**config.mk**
```make
export PLATFORM = sky130hd
export DESIGN_NAME = pdm_voice_scheduler_flat
export DESIGN_NICKNAME = d
export VERILOG_FILES = /design/src/rtl/pdm_voice_scheduler_pkg.sv /design/src/rtl/pdm_voice_scheduler_if.sv /design/src/rtl/pdm_voice_scheduler_rate_tick_gen.sv /design/src/rtl/pdm_voice_scheduler.sv /design/src/flat_wrapper.sv
export SDC_FILE = /design/constraint.sdc
export NUM_CORES = 1
export LEC_CHECK = 0
export CAP_MARGIN = 25
export CORE_ASPECT_RATIO = 1.4
export CORE_UTILIZATION = 40
export CTS_BUF_LIST = sky130_fd_sc_hd__clkbuf_4
export CTS_CLUSTER_DIAMETER = 150
export DETAILED_ROUTE_END_ITERATION = 10
export RECOVER_POWER = 25
export SYNTH_ARGS = -nofsm -noshare
export SYNTH_HDL_FRONTEND = slang
export SYNTH_SLANG_ARGS = --single-unit
```
**constraint.sdc**
```tcl
create_clock -name clk -period 4.1 [get_ports clk]
set_clock_uncertainty 0.1 [all_clocks]
set_input_delay 0.82 -clock clk [delete_from_list [all_inputs] [get_ports clk]]
set_output_delay 0.82 -clock clk [all_outputs]
set_load 0.01 [all_outputs]
```
**src/rtl/pdm_voice_scheduler_pkg.sv**
```systemverilog
// Shared constants and helpers for the PDM voice scheduler: FSM encodings,
// midscale code, default rates and the mixer accumulator width.
package pdm_sched_pkg;

  localparam logic [1:0] ST_IDLE  = 2'd0;
  localparam logic [1:0] ST_RUN   = 2'd1;
  localparam logic [1:0] ST_DRAIN = 2'd2;
  localparam logic [1:0] ST_OUT   = 2'd3;

  localparam logic [7:0] MIDSCALE = 8'h80;

  localparam int unsigned DEF_CLK_DIV    = 1000;
  localparam int unsigned DEF_NUM_VOICES = 4;

  // Sum of NUM_VOICES signed samples needs log2(NUM_VOICES) guard bits.
  function automatic int acc_width(input int sample_width, input int num_voices);
    return sample_width + $clog2(num_voices);
  endfunction

endpackage

```
**src/rtl/pdm_voice_scheduler_if.sv**
```systemverilog
// Bundle between the scheduler and the system side (config port + shared ROM + DAC feed).
// The master modport is the system side; the scheduler uses the slave modport.
interface pdm_voice_scheduler_if
  import pdm_sched_pkg::*;
#(
  parameter int NUM_VOICES   = DEF_NUM_VOICES,
  parameter int PHASE_WIDTH  = 12,
  parameter int SAMPLE_WIDTH = 8
);
  localparam int VW = (NUM_VOICES > 1) ? $clog2(NUM_VOICES) : 1;

  logic                    cfg_we;
  logic [VW-1:0]           cfg_voice;
  logic [PHASE_WIDTH-1:0]  cfg_step;
  logic                    cfg_enable;
  logic [PHASE_WIDTH-1:0]  rom_addr;
  logic [SAMPLE_WIDTH-1:0] rom_data;
  logic                    tick;
  logic                    busy;
  logic [SAMPLE_WIDTH-1:0] sample;
  logic                    sample_valid;

  modport master (
    output cfg_we, cfg_voice, cfg_step, cfg_enable, rom_data,
    input  rom_addr, tick, busy, sample, sample_valid
  );

  modport slave (
    input  cfg_we, cfg_voice, cfg_step, cfg_enable, rom_data,
    output rom_addr, tick, busy, sample, sample_valid
  );

endinterface

```
**src/rtl/pdm_voice_scheduler_rate_tick_gen.sv**
```systemverilog
// Free-running divider producing a one-cycle strobe every DIV clocks,
// asserted while the count sits at its terminal value.
module rate_tick_gen
  import pdm_sched_pkg::*;
#(
  parameter int unsigned DIV = DEF_CLK_DIV
) (
  input  logic clk,
  input  logic rst,
  output logic tick
);
  localparam int CW = (DIV > 1) ? $clog2(DIV) : 1;
  localparam logic [CW-1:0] TERMINAL = CW'(DIV - 1);

  logic [CW-1:0] count;

  always_ff @(posedge clk or negedge rst) begin
    if (!rst) begin
      count <= '0;
    end else if (count == TERMINAL) begin
      count <= '0;
    end else begin
      count <= count + CW'(1);
    end
  end

  assign tick = (count == TERMINAL);

endmodule

```
**src/rtl/pdm_voice_scheduler.sv**
```systemverilog
// Time-multiplexes one shared wave ROM across NUM_VOICES phase accumulators each
// sample period and mixes the voices into one offset-binary sample for the PDM DAC.
module pdm_voice_scheduler
  import pdm_sched_pkg::*;
#(
  parameter int CLK_DIV      = DEF_CLK_DIV,
  parameter int NUM_VOICES   = DEF_NUM_VOICES,
  parameter int PHASE_WIDTH  = 12,
  parameter int SAMPLE_WIDTH = 8
) (
  input logic clk,
  input logic rst,
  pdm_voice_scheduler_if.slave bus
);
  localparam int LOGN = $clog2(NUM_VOICES);
  localparam int VW   = (NUM_VOICES > 1) ? LOGN : 1;
  localparam int AW   = acc_width(SAMPLE_WIDTH, NUM_VOICES);
  localparam logic [VW-1:0] LAST = VW'(NUM_VOICES - 1);
  localparam logic [SAMPLE_WIDTH-1:0] MID = {MIDSCALE[7], {(SAMPLE_WIDTH-1){1'b0}}};

  logic                   tick;
  logic [1:0]             state;
  logic [VW-1:0]          k;
  logic [PHASE_WIDTH-1:0] phase         [NUM_VOICES];
  logic [PHASE_WIDTH-1:0] step          [NUM_VOICES];
  logic [PHASE_WIDTH-1:0] shadow_step   [NUM_VOICES];
  logic [NUM_VOICES-1:0]  enable;
  logic [NUM_VOICES-1:0]  shadow_enable;
  logic [PHASE_WIDTH-1:0] addr_hold;
  logic                   data_valid;
  logic signed [AW-1:0]   acc;
  logic signed [AW-1:0]   rom_ext;
  logic signed [AW-1:0]   acc_next;
  logic [SAMPLE_WIDTH-1:0] acc_shift;
  logic [SAMPLE_WIDTH-1:0] sample_r;
  logic                   sample_valid_r;

  rate_tick_gen #(.DIV(CLK_DIV)) u_rate_tick_gen (
    .clk  (clk),
    .rst  (rst),
    .tick (tick)
  );

  always_ff @(posedge clk or negedge rst) begin
    if (!rst) begin
      for (int v = 0; v < NUM_VOICES; v++) shadow_step[v] <= '0;
      shadow_enable <= '0;
    end else if (bus.cfg_we) begin
      shadow_step[bus.cfg_voice]   <= bus.cfg_step;
      shadow_enable[bus.cfg_voice] <= bus.cfg_enable;
    end
  end

  // Shadows commit only on tick, so a write in the tick cycle waits a full frame.
  always_ff @(posedge clk or negedge rst) begin
    if (!rst) begin
      for (int v = 0; v < NUM_VOICES; v++) begin
        step[v]  <= '0;
        phase[v] <= '0;
      end
      enable <= '0;
    end else begin
      for (int v = 0; v < NUM_VOICES; v++) begin
        if (tick) begin
          step[v]   <= shadow_step[v];
          enable[v] <= shadow_enable[v];
          if (!shadow_enable[v]) phase[v] <= '0;
        end else if (state == ST_RUN && k == VW'(v)) begin
          phase[v] <= enable[v] ? phase[v] + step[v] : '0;
        end
      end
    end
  end

  // ROM data lags its address by one cycle, hence the data_valid pipeline bit.
  assign rom_ext   = AW'($signed(bus.rom_data));
  assign acc_next  = acc + (data_valid ? rom_ext : AW'(0));
  assign acc_shift = SAMPLE_WIDTH'(acc_next >>> LOGN);

  always_ff @(posedge clk or negedge rst) begin
    if (!rst) begin
      state          <= ST_IDLE;
      k              <= '0;
      addr_hold      <= '0;
      data_valid     <= 1'b0;
      acc            <= '0;
      sample_r       <= MID;
      sample_valid_r <= 1'b0;
    end else begin
      sample_valid_r <= 1'b0;
      data_valid     <= (state == ST_RUN) && enable[k];
      case (state)
        ST_IDLE: begin
          if (tick) begin
            state <= ST_RUN;
            k     <= '0;
            acc   <= '0;
          end
        end
        ST_RUN: begin
          acc       <= acc_next;
          addr_hold <= phase[k];
          if (k == LAST) state <= ST_DRAIN;
          else           k     <= k + VW'(1);
        end
        ST_DRAIN: begin
          acc            <= acc_next;
          sample_r       <= acc_shift ^ MID;
          sample_valid_r <= 1'b1;
          state          <= ST_OUT;
        end
        default: state <= ST_IDLE;
      endcase
    end
  end

  assign bus.rom_addr     = (state == ST_RUN) ? phase[k] : addr_hold;
  assign bus.tick         = tick;
  assign bus.busy         = (state != ST_IDLE);
  assign bus.sample       = sample_r;
  assign bus.sample_valid = sample_valid_r;

endmodule

```
**src/flat_wrapper.sv**
```systemverilog
// flat-port wrapper written by rule: the top's interface ports become plain ports
module pdm_voice_scheduler_flat import pdm_sched_pkg::*;
#(
  parameter int CLK_DIV      = DEF_CLK_DIV,
  parameter int NUM_VOICES   = DEF_NUM_VOICES,
  parameter int PHASE_WIDTH  = 12,
  parameter int SAMPLE_WIDTH = 8
)
  (clk, rst, bus_cfg_we, bus_cfg_voice, bus_cfg_step, bus_cfg_enable, bus_rom_data, bus_rom_addr, bus_tick, bus_busy, bus_sample, bus_sample_valid);
  pdm_voice_scheduler_if #(.NUM_VOICES(NUM_VOICES), .PHASE_WIDTH(PHASE_WIDTH), .SAMPLE_WIDTH(SAMPLE_WIDTH)) bus_i ();
  input logic clk;
  input logic rst;
  input wire logic [$bits(bus_i.cfg_we)-1:0] bus_cfg_we;
  input wire logic [$bits(bus_i.cfg_voice)-1:0] bus_cfg_voice;
  input wire logic [$bits(bus_i.cfg_step)-1:0] bus_cfg_step;
  input wire logic [$bits(bus_i.cfg_enable)-1:0] bus_cfg_enable;
  input wire logic [$bits(bus_i.rom_data)-1:0] bus_rom_data;
  output wire logic [$bits(bus_i.rom_addr)-1:0] bus_rom_addr;
  output wire logic [$bits(bus_i.tick)-1:0] bus_tick;
  output wire logic [$bits(bus_i.busy)-1:0] bus_busy;
  output wire logic [$bits(bus_i.sample)-1:0] bus_sample;
  output wire logic [$bits(bus_i.sample_valid)-1:0] bus_sample_valid;
  assign bus_i.cfg_we = bus_cfg_we;
  assign bus_i.cfg_voice = bus_cfg_voice;
  assign bus_i.cfg_step = bus_cfg_step;
  assign bus_i.cfg_enable = bus_cfg_enable;
  assign bus_i.rom_data = bus_rom_data;
  assign bus_rom_addr = bus_i.rom_addr;
  assign bus_tick = bus_i.tick;
  assign bus_busy = bus_i.busy;
  assign bus_sample = bus_i.sample;
  assign bus_sample_valid = bus_i.sample_valid;
  pdm_voice_scheduler #(.CLK_DIV(CLK_DIV), .NUM_VOICES(NUM_VOICES), .PHASE_WIDTH(PHASE_WIDTH), .SAMPLE_WIDTH(SAMPLE_WIDTH)) u_core (.clk(clk), .rst(rst), .bus(bus_i));
endmodule
```
== Yosys cells after proc, flatten, opt, wreduce, memory -nomap -nowiden ==
Cells that the tools add are included.

* Equal/unequal tests: 13
* Order comparisons: 6
* Multiplexer cells: 39
* Bitwise operators: 3
* Add/subtract/negate cells: 7
* Reduce and logical (&&, ||, !) cells: 24

{| class="wikitable"
|+ Operators by type and width
! kind !! count
|-
| $mux 12 || 20
|-
| $add 12x12->12 || 4
|-
| $bwmux 48 || 1
|-
| $mux 10 || 3
|-
| $bmux 12 s2 || 1
|-
| $demux 12 s2 || 1
|-
| $pmux 10 s2 || 1
|-
| $ne 2x2->1 const B || 7
|-
| $reduce_bool 2->1 || 7
|-
| $reduce_and 2->1 || 6
|-
| $add 10x1->10 const B || 1
|-
| $add 10x10->10 || 1
|-
| $eq 10x10->1 const B || 1
|-
| $mux 2 || 4
|-
| $logic_and 1x1->1 || 7
|-
| $eq 2x2->1 const B || 3
|-
| $ge 3x3->1 const B || 2
|-
| $lt 2x3->1 const B || 2
|-
| $not 2->3 || 2
|-
| $pmux 2 s3 || 1
|-
| $bwmux 4 || 1
|-
| $eq 2x1->1 const B || 2
|-
| $logic_not 2->1 || 2
|-
| $pmux 2 s2 || 1
|-
| 9 further kinds || 11
|}

* Word-level logic and storage cells: 114
* Output and inout bits: 23
* Flip-flop bits (word level): 198
* Input bits: 26

== Longest topological paths before layout ==
* Word-level depth: 6
* Mapped depth: 11
* Mapped depth without buffers: 11

== Modules after synthesis ==
From an unflattened synthesis, not the netlist that was laid out.

* Cells, all modules: 880
* Area total of the unflattened synthesis: 10,415.0 µm²

{| class="wikitable"
|+ By module, submodules not included
! module !! instances !! seq. area each (µm²) !! area each (µm²) !! cells each
|-
| pdm_voice_scheduler || 1 || 4,705.8 || 9,942.0 || 838
|-
| rate_tick_gen || 1 || 250.2 || 473.0 || 42
|}

== Worst setup path after synthesis ==
Ideal clock, no wire load.

* Path type: register -> output
* Start: register u_core.state[1]
* End: output port bus_rom_addr[10]
* Buffers on the path: 3
* Required time: 3.180 ns
* Stages on the path, launching flop included: 7
* Data arrival time: 1.884 ns
* Setup slack: 1.296 ns
* Cells stage by stage: dfrtp_1 > inv_1 > ha_1 > buf_2 > clkbuf_1 > clkbuf_1 > mux2_2

* Longest elaborated chain between the ends: 2

{| class="wikitable"
|+ Ends and longest elaborated chain
! what !! RTL line !! text
|-
| from (decl) || pdm_voice_scheduler.sv:22 || <nowiki>logic [1:0] state;</nowiki>
|-
| from (signal assigned) || pdm_voice_scheduler.sv:82 || <nowiki>state <= ST_IDLE;</nowiki>
|-
| from (signal assigned) || pdm_voice_scheduler.sv:95 || <nowiki>state <= ST_RUN;</nowiki>
|-
| from (signal assigned) || pdm_voice_scheduler.sv:103 || <nowiki>if (k == LAST) state <= ST_DRAIN;</nowiki>
|-
| $eq 2x1->1 || pdm_voice_scheduler.sv:117 || <nowiki>assign bus.rom_addr = (state == ST_RUN) ? phase[k] : addr_hold;</nowiki>
|-
| $mux 12 || pdm_voice_scheduler.sv:117 ||
|-
| to (decl) || flat_wrapper.sv:18 || <nowiki>output wire logic [$bits(bus_i.rom_addr)-1:0] bus_rom_addr;</nowiki>
|}

No other way between the ends.

== Final worst setup path ==
* Start: register u_core.state[1]
* End: output port bus_rom_addr[2]

Same word-level chain as after synthesis.

==> impl_metrics.json <==
{
  "status": "finished with violations",
  "violations": "max-capacitance violations, max-slew violations",
  "synth_flop_cell": "dfrtp_1",
  "numCtsBuffers": 17,
  "grt_overflow": 0,
  "seqPwrFrac": 0.634,
  "clkSlewWorstSetupHoldPaths_ns": 0.18,
  "setup_violations": 0,
  "cap_violations": 1,
  "cp_num_cells": 4,
  "p_switching_mw": 0.850,
  "critPathTopFamily": "adder cells",
  "drv_slew": 86,
  "intPower_mw": 2.46,
  "initial_core_util": 0.409,
  "clkPwrFrac": 0.312,
  "routed_wl_um": 23300,
  "post-cts-setup-buffers": 0,
  "clock_latency_ns": 0.62,
  "layout_common_cells": "215 x nand2_1, 197 x dfrtp_1, 70 x mux2_2, 62 x ha_1",
  "core_sq_mm": 0.0254,
  "ios": 49,
  "rr_worst_depth": 9,
  "power.share.switching": 0.257,
  "cts_tree": "yes",
  "synth_warnings": 0,
  "dr.pass1.iters": 5,
  "worstPathRequired_ns": 3.18,
  "layout_setup_ws_ns": 0.448,
  "synth_area_sq_mm": 0.0104,
  "antenna_found_initial": 1,
  "powerDensity_mw_per_mm2": 290,
  "synth.avg_cell_area_sq_um": 10.7,
  "cp_cell_sequence": "inv_1, ha_1, mux2_2, clkdlybuf4s50_1",
  "ir_worst_vdd_mv": 0.159,
  "clock_sinks": 198,
  "synth-edff-count": 0,
  "worstPathArrival_ns": 2.73,
  "grt_pass1_wl_um": 38400,
  "drc_errors": 0,
  "netlist_instances": 972,
  "dp_slack_ns": 0.592,
  "fin_tns_setup_ns": 0,
  "post_drt_wl_per_cell_um": 17.3,
  "critPathBufInv": 2,
  "synthArstFlopShare": 1.00,
  "cts_hold_buf": 0,
  "crit_path_max_incr_delay_ns": 0.63,
  "htreeDepth": 4,
  "clockBufferDepth": 2,
  "ant_nets": 0,
  "die_area_sq_mm": 0.0266,
  "cpMaxStageDelayCell": "ha_1",
  "core.rowCount": 69,
  "critPathLaunchType": "register",
  "num-nets-final": 1108,
  "synthTopCellsByArea": "dfrtp_1 48%, nand2_1 7.8%, mux2_2 7.6%",
  "fillerInstances": 2430,
  "worst_pin_slew_ns": 2.14,
  "cp-end-kind": "output port",
  "stdcell_area_sq_mm": 0.0114,
  "synth-seq-cells": 198,
  "drt_iter0_drc": 376,
  "grtUsageTotal": 0.185,
  "whs_path_depth": 2,
  "fmax_mhz": 274,
  "yosysUniqueCellTypes": 59,
  "path_max_fanout": 14,
  "leakagePower_nw": 5.51,
  "post-route-period-util": 0.891,
  "synth.largest_area_cell": "dfrtp_1",
  "synth_nets": 1065,
  "grt_pass1_vias": 7172,
  "fin_crit_ns": 3.65,
  "grt_max_degree": 86,
  "dp.final_hpwl_um": 17000,
  "ys_seq_area_frac": 0.478,
  "drive_gt1_frac": 0.135,
  "post_dp_cell_area_sq_mm": 0.0112,
  "yosys.area.top_type_share": 0.475,
  "hold_class": "register to register",
  "cts-root-buf": "clkbuf_4",
  "cts_resized": 0,
  "hold_viol": 0,
  "gp_congestion": 0.812,
  "dieHeight_um": 193,
  "rsz0062_at_grt": "no",
  "maxSlewHeadroom": -0.429,
  "p_comb_frac": 0.055,
  "avgViaCountPerCell": 5.43,
  "portBuffers": 48,
  "die_w_um": 138,
  "areaGrowthSynthToFinish_pct": 10.4,
  "mostFrequentLayoutCell": "nand2_1",
  "worstSetupPathType": "register to output port",
  "num_vias": 7317
}
==> tightest hold or removal path, cell delays in order (launching register included) <==
cell,delay (ns)
dfrtp_1,0.37
nand2_1,0.05
nand2_1,0.05
==> logic make-up (layout without fill, tap and decap cells) <==
kind of cell    Yosys count  after routing  share of synthesized area
simple gates            324            324                      0.135
fa+ha+maj                67             67                     0.0845
buf+inv                  55            111                     0.0220
mux                      90             90                      0.111
flops                   198            198                      0.478
compound gates          190            190                      0.129
other cells               0              1                          0
xor+xnor                 48             48                     0.0405
==> cells in the mapped netlist, drive strengths merged, types with 2 or more instances <==
cell / count
a2111oi: 2
a211oi: 11
a21boi: 4
a21o: 19
a21oi: 31
a221oi: 2
a22o: 24
a22oi: 3
a31oi: 9
and2: 12
and3: 10
buf: 16
clkbuf: 16
dfrtp: 197
fa: 5
ha: 62
inv: 22
mux2: 70
mux2i: 7
mux4: 13
nand2: 215
nand3: 19
nand3b: 4
nand4: 4
nor2: 34
nor2b: 5
nor3: 5
nor3b: 4
o211ai: 7
o21a: 4
o21ai: 48
o21bai: 4
o311ai: 4
o31ai: 10
o41ai: 3
or2: 2
or3: 6
xnor2: 33
xor2: 15
==> layer usage <==
metal  vias up  routed length [um]  GRT usage
met3        12                 547     0.0330
met5         -                   0          0
met2        96               12100      0.324
met4         0                 246     0.0592
li1       3540                   -          -
met1      3669               10400      0.232
==> sequential cells by signal (all words and copies together) (netlist names), 2 cells and up <==
| register | cells |
|---|---|
| u_core.state | 2 |
| u_core.step | 48 |
| u_core.enable | 4 |
| u_core.k | 2 |
| u_core.u_rate_tick_gen.count | 10 |
| u_core.shadow_step | 48 |
| u_core.addr_hold | 12 |
| u_core.shadow_enable | 4 |
| u_core.bus.sample | 8 |
| u_core.phase | 48 |
| u_core.acc | 10 |
==> power by group through the flow <==
| stage | logic (mW) | clock network [mW] | registers, mW |
|---|---|---|---|
| floorplan | 0.0988 | 0 | 2.12 |
| global placement | 0.186 | 0 | 2.13 |
| detailed placement | 0.192 | 0 | 2.14 |
| CTS | 0.192 | 1.07 | 2.10 |
| global route | 0.202 | 1.16 | 2.11 |
| finish | 0.182 | 1.03 | 2.10 |
==> metrics by stage <==
stage,hold WS [ns],cells,util,total power [mW]
5_1_grt,0.393,1348,0.451,3.48
4_1_cts,0.122,1347,0.452,3.37
6_report,0.372,1348,0.451,3.31
3_3_place_gp,0.340,1315,0.442,2.32
2_1_floorplan,0.333,972,-,2.22
3_5_place_dp,0.344,1315,0.442,2.33
==> cell type report <==
cell class / instances / area [sq um] / share of cell area
inverters: 23 / 86.3 / 0.00754
multi-input cells: 719 / 5200 / 0.454
diodes: 1 / 2.50 / 0.000219
well taps: 319 / 399 / 0.0349
clock inverters: 15 / 149 / 0.0130
clock buffers: 17 / 128 / 0.0111
repair buffers: 56 / 531 / 0.0463
flip-flops and latches: 198 / 4960 / 0.433
==> worst paths after layout <==
path	slack [ns]	from	endpoint
max	0.45	u_core.state[1]$_DFFE_PN0P_	bus_rom_addr[2]
min	0.37	u_core.shadow_step[8]$_DFFE_PN0P_	u_core.step[8]$_DFFE_PN0P_
max reg2reg	1.01	u_core.u_rate_tick_gen.count[0]$_DFF_PN0_	u_core.phase[11]$_DFFE_PN0P_
min reg2reg	0.37	u_core.shadow_step[8]$_DFFE_PN0P_	u_core.step[8]$_DFFE_PN0P_
max in group asynchronous	0.83	rst	u_core.phase[45]$_DFFE_PN0P_
min in group asynchronous	0.69	rst	u_core.u_rate_tick_gen.count[5]$_DFF_PN0_
Note: power is estimated with default switching activity, not from simulation.
